--- src/rtl/episode_controller_5x5.sv ---
// Episode sequencer for the 5x5 grid: loads the map, then runs one environment step per accepted action.
// Latency: 3 cycles per step (RUN accept, EVAL sample, RESP present); map load 1 cell/cycle.
// Backpressure: res_valid holds until res_ready; step_ready is low outside RUN, so steps never overlap.
module episode_controller_5x5 #(
    parameter int LOCATION_LENGTH = 32,
    parameter int REWARD_LENGTH   = 11,
    parameter int MAP_SIZE        = 25,
    parameter int START_LOCATION  = 0,
    parameter int MAX_STEPS       = 100,
    parameter int STEP_WIDTH      = 16
) (
    input  logic                       clk,
    input  logic                       reset,
    input  logic                       map_valid,
    output logic                       map_ready,
    input  logic [1:0]                 map_data,
    input  logic                       start,
    input  logic                       step_valid,
    output logic                       step_ready,
    input  logic [1:0]                 step_action,
    output logic                       res_valid,
    input  logic                       res_ready,
    output logic [REWARD_LENGTH-1:0]   res_reward,
    output logic [LOCATION_LENGTH-1:0] res_location,
    output logic                       res_done,
    output logic [LOCATION_LENGTH-1:0] env_current_location,
    output logic [1:0]                 env_action,
    output logic                       env_w_en,
    output logic [LOCATION_LENGTH-1:0] env_w_address,
    output logic [1:0]                 env_w_data,
    input  logic [REWARD_LENGTH-1:0]   env_reward,
    input  logic [LOCATION_LENGTH-1:0] env_next_location,
    output logic [LOCATION_LENGTH-1:0] location,
    output logic [STEP_WIDTH-1:0]      step_count,
    output logic [STEP_WIDTH-1:0]      episode_count
);

    typedef enum logic [2:0] {ST_LOAD, ST_WAIT, ST_RUN, ST_EVAL, ST_RESP} state_t;

    localparam logic [LOCATION_LENGTH-1:0] START_LOC   = LOCATION_LENGTH'(START_LOCATION);
    localparam logic [LOCATION_LENGTH-1:0] LAST_IDX    = LOCATION_LENGTH'(MAP_SIZE - 1);
    localparam logic [STEP_WIDTH-1:0]      STEP_LIMIT  = STEP_WIDTH'(MAX_STEPS);
    localparam logic [REWARD_LENGTH-1:0]   TREASURE_RW = {1'b0, {(REWARD_LENGTH-1){1'b1}}};

    state_t                     state;
    logic [LOCATION_LENGTH-1:0] load_idx;
    logic [STEP_WIDTH-1:0]      step_next;
    logic                       eval_done;

    // Map writes go straight through on the load handshake so the environment sees one beat per cycle.
    assign env_w_en             = map_valid & map_ready;
    assign env_w_address        = load_idx;
    assign env_w_data           = map_data;
    assign env_current_location = location;

    assign step_next = step_count + 1'b1;
    assign eval_done = (env_reward == TREASURE_RW) || (step_next == STEP_LIMIT);

    always_ff @(posedge clk or posedge reset) begin
        if (reset) begin
            state         <= ST_LOAD;
            load_idx      <= '0;
            map_ready     <= 1'b0;
            step_ready    <= 1'b0;
            res_valid     <= 1'b0;
            res_reward    <= '0;
            res_location  <= '0;
            res_done      <= 1'b0;
            env_action    <= 2'd0;
            location      <= START_LOC;
            step_count    <= '0;
            episode_count <= '0;
        end else begin
            case (state)
                ST_LOAD: begin
                    map_ready <= 1'b1;
                    if (map_valid && map_ready) begin
                        load_idx <= load_idx + 1'b1;
                        if (load_idx == LAST_IDX) begin
                            map_ready <= 1'b0;
                            state     <= ST_WAIT;
                        end
                    end
                end
                ST_WAIT: begin
                    if (start) begin
                        step_ready <= 1'b1;
                        state      <= ST_RUN;
                    end
                end
                ST_RUN: begin
                    if (step_valid && step_ready) begin
                        env_action <= step_action;
                        step_ready <= 1'b0;
                        state      <= ST_EVAL;
                    end
                end
                ST_EVAL: begin
                    res_reward   <= env_reward;
                    res_location <= env_next_location;
                    res_done     <= eval_done;
                    res_valid    <= 1'b1;
                    // res_location reports where the step landed; location restarts the episode.
                    if (eval_done) begin
                        location      <= START_LOC;
                        step_count    <= '0;
                        episode_count <= episode_count + 1'b1;
                    end else begin
                        location   <= env_next_location;
                        step_count <= step_next;
                    end
                    state <= ST_RESP;
                end
                ST_RESP: begin
                    if (res_ready) begin
                        res_valid <= 1'b0;
                        if (start) begin
                            step_ready <= 1'b1;
                            state      <= ST_RUN;
                        end else begin
                            state <= ST_WAIT;
                        end
                    end
                end
                default: state <= ST_LOAD;
            endcase
        end
    end

endmodule

--- config.mk ---
export PLATFORM = sky130hd
export DESIGN_NAME = episode_controller_5x5
export DESIGN_NICKNAME = d
export VERILOG_FILES = /design/src/rtl/episode_controller_5x5.sv
export SDC_FILE = /design/constraint.sdc
export NUM_CORES = 1
export LEC_CHECK = 0
export CAP_MARGIN = 20
export CELL_PAD_IN_SITES_DETAIL_PLACEMENT = 0
export CELL_PAD_IN_SITES_GLOBAL_PLACEMENT = 1
export CORE_ASPECT_RATIO = 1.5
export CORE_MARGIN = 8
export CORE_UTILIZATION = 34
export DETAILED_ROUTE_END_ITERATION = 16
export PLACE_DENSITY_LB_ADDON = 0.1
export SLEW_MARGIN = 10
export SYNTH_ARGS = -nofsm -noshare
export SYNTH_HDL_FRONTEND = slang
export SYNTH_SLANG_ARGS = --single-unit
--- constraint.sdc ---
create_clock -name clk -period 5.3 [get_ports clk]
set_clock_uncertainty 0.1 [all_clocks]
set_input_delay 0.795 -clock clk [delete_from_list [all_inputs] [get_ports clk]]
set_output_delay 0.795 -clock clk [all_outputs]
set_load 0.01 [all_outputs]
==> flow_metrics.py <==
metrics = {
    "critical_path": {
        "r2r_end": "episode_count[1]$_DFFE_PP0P_",
        "crit_required_ps": 5500,
        "path_cells": "ha_1, nand4_4, nor4b_4, and3_1, a311oi_1, a311oi_4, buf_6, nand2_2, mux2_1",
        "worstSetupEndpointType": "flip-flop",
        "crit_type": "reg -> reg",
        "rr_worst_depth": 9,
        "cp.arrival_ps": 3420,
        "cpPeakStageDelay_ps": 590,
        "r2r-start": "step_count[0]$_DFFE_PP0P_",
        "cp-start-kind": "flip-flop",
        "cp_max_fo": 17,
        "cp_slowest_cell": "a311oi_4",
        "r2r_slack_ps": 2080,
    },
    "route": {
        "post_drt_wl_per_cell_um": 17.8,
        "antenna_left": 0,
        "routed_wl_um": 20700,
        "first_iter_violations": 343,
        "vias_per_cell": 4.84,
        "route.detailed.drc": 0,
        "first_pass_iters": 4,
        "vias": 5639,
    },
    "sta": {
        "finalSetupViolCount": 0,
        "fin_crit_sh": 0.608,
        "finalWorstSetupSlack_ps": 2080,
        "fmax_ghz": 0.311,
        "timing.hold.ws_ps": 373,
        "min_period_ps": 3220,
        "worst_slew_margin_rel": 0.374,
        "hold_viol": 0,
        "drv_slew": 0,
        "tns_ps": 0,
        "tightest_slew_ps": 939,
        "rsz0062_at_grt": "false",
    },
    "synthesis": {
        "synthCells": 706,
        "synth.avg_cell_area_um2": 9.66,
        "seq_area_frac_synth": 0.543,
        "synthFlopType": "dfrtp_1",
        "syn-num-nets": 763,
        "yosysWarningCount": 0,
        "syn_area_um2": 6820,
        "ys_ff_latch": 148,
        "async_flop_share": 1.00,
        "synth.distinct_cells": 57,
        "synth_edf_count": 0,
    },
    "clock_network": {
        "cts-root-buf": "clkbuf_16",
        "cts_sinks": 148,
        "ctsResizeCount": 0,
        "cts_hold_buf": 0,
        "insertion_delay_ps": 420,
        "cts_max_level": 4,
        "cts_setup_buffers": 0,
        "cts_made_buffers": 17,
        "clkTransAtPathRegs_ps": 60,
        "tritoncts": "done",
        "clock_path_buffers": 2,
    },
    "final_layout": {
        "drive_gt1_frac": 0.0588,
        "final_common_cell": "clkdlybuf4s50_1",
        "multi_input_area_um2": 2640,
        "regArea_um2": 3700,
        "fin_nets": 946,
        "fin_cells": 1164,
        "final_cell_mix": "clkdlybuf4s50_1, nand2_1, dfrtp_1",
        "fillers": 1884,
        "area_growth_pct": 42.1,
    },
    "placement": {
        "dp_cells": 1129,
        "gp_congestion": 0.775,
        "portBuffers": 228,
        "dp_hpwl_um": 15000,
        "dp_slack_ps": 1400,
    },
    "power_and_ir_drop": {
        "p_sw_mw": 1.67,
        "ir_worst_vdd_mv": 0.244,
        "power_frac_seq": 0.355,
        "powerDensity_nw_per_um2": 517,
        "power.internal_mw": 3.34,
        "p_clk_frac": 0.253,
        "switching_share": 0.334,
        "power_frac_comb": 0.392,
        "p_leak_nw": 4.29,
    },
    "min_path": {
        "hp-start": "res_location[21]$_DFFE_PP0P_",
        "hold_path_class": "reg -> reg",
        "min_to": "res_location[21]$_DFFE_PP0P_",
        "worstHoldPathCells": 2,
    },
    "floorplan": {
        "ios": 233,
        "design.core.area_um2": 19700,
        "die_x_um": 132,
        "die_y_um": 189,
        "row_count": 63,
        "die_area_um2": 24900,
        "initial_core_util": 0.346,
    },
    "global_route": {
        "antenna_found_initial": 2,
        "grt_pass1_wl_um": 33200,
        "track_usage": 0.166,
        "grt_max_degree": 90,
        "grt_pass1_vias": 5901,
        "grt.overflow.total": 0,
    },
    "status": {
        "status": "finished clean",
    },
    "flow_run": {
        "cap_violations": 0,
    },
}
## worst max-delay path by stage
stage	from	cells after the start	end	slack, ps
floorplan	reset	1	env_action[0]$_DFFE_PP0P_	430
global placement	env_reward[5]	9	step_count[7]$_DFFE_PP0P_	1470
detailed placement	env_reward[3]	9	step_count[7]$_DFFE_PP0P_	1400
CTS	step_count[0]$_DFFE_PP0P_	9	step_count[7]$_DFFE_PP0P_	1730
global route	step_count[0]$_DFFE_PP0P_	9	episode_count[1]$_DFFE_PP0P_	1890
finish	step_count[0]$_DFFE_PP0P_	9	episode_count[1]$_DFFE_PP0P_	2080
## through the flow
step	instance area (um^2)	utilization	power, mW
floorplan	6820	-	2.73
global placement	9050	0.459	3.77
detailed placement	9050	0.459	3.81
CTS	9670	0.491	5.10
global route	9690	0.492	5.32
finish	9690	0.492	5.01
## cells by family (layout without fill, tap and decap cells)
kind of cell	count (synthesis)	count (layout)	synth area share
xor gates and xnor gates	47	47	0.0604
and+or+nand+nor	341	341	0.238
buffers and inverters	82	278	0.0718
AOI/OAI and AO/OA	79	79	0.0712
other	0	2	0
DFF	148	148	0.543
muxes	5	5	0.00789
adders and majority gates	4	4	0.00734
## final cells by class
| cell class | instances | share of cell area |
|---|---|---|
| clock inverter | 13 | 0.0181 |
| multi-input combinational | 476 | 0.273 |
| antenna | 2 | 0.000517 |
| sequential | 148 | 0.382 |
| clock buffer | 19 | 0.0457 |
| tap | 260 | 0.0336 |
| inverter | 12 | 0.00517 |
| timing repair buffer | 234 | 0.242 |
## synth_stat cells, drive strengths merged, types with 6 or more instances
library cell  instances  share of area
nand2               204           0.11
dfrtp               148           0.54
buf                  45          0.051
o21ai                44          0.032
xnor2                38          0.049
nand3                27          0.020
clkbuf               25          0.014
nand4                22          0.022
nor2                 22          0.012
nor3                 13          0.011
inv                  12         0.0066
and3                 10         0.0092
nor4                  9          0.010
xor2                  9          0.012
and4                  8          0.010
or3                   7         0.0072
a21o                  6         0.0066
a21oi                 6         0.0044
## state kept, by name, indices dropped and copies added (netlist names)
name                  cells
episode_count            16
res_valid                 1
env_current_location     32
step_count               16
state                     3
env_action                2
res_location             32
env_w_address            32
step_ready                1
res_reward               11
map_ready                 1
res_done                  1
## routing by layer
metal,up-vias,GRT usage,share of wire
met5,-,0,0
met4,0,0.0639,0.018
met3,21,0.0440,0.053
met2,155,0.294,0.52
met1,2750,0.188,0.41
li1,2713,-,-
## power groups by stage
stage               clock network, mW  logic, mW  registers (mW)
floorplan                           0      0.833            1.90
global placement                    0       1.98            1.79
detailed placement                  0       2.00            1.81
CTS                              1.30       2.01            1.79
global route                     1.35       2.13            1.84
finish                           1.27       1.96            1.78
## worst max-delay path, delay by kind of cell (launching register included)
| family | cells | cell delay, ps |
|---|---|---|
| compound gates | 2 | 730 |
| fa+ha+maj | 1 | 320 |
| buf+inv | 1 | 260 |
| flops | 1 | 470 |
| mux | 1 | 350 |
| simple gates | 4 | 870 |
Note: power is estimated with default switching activity, not from simulation.
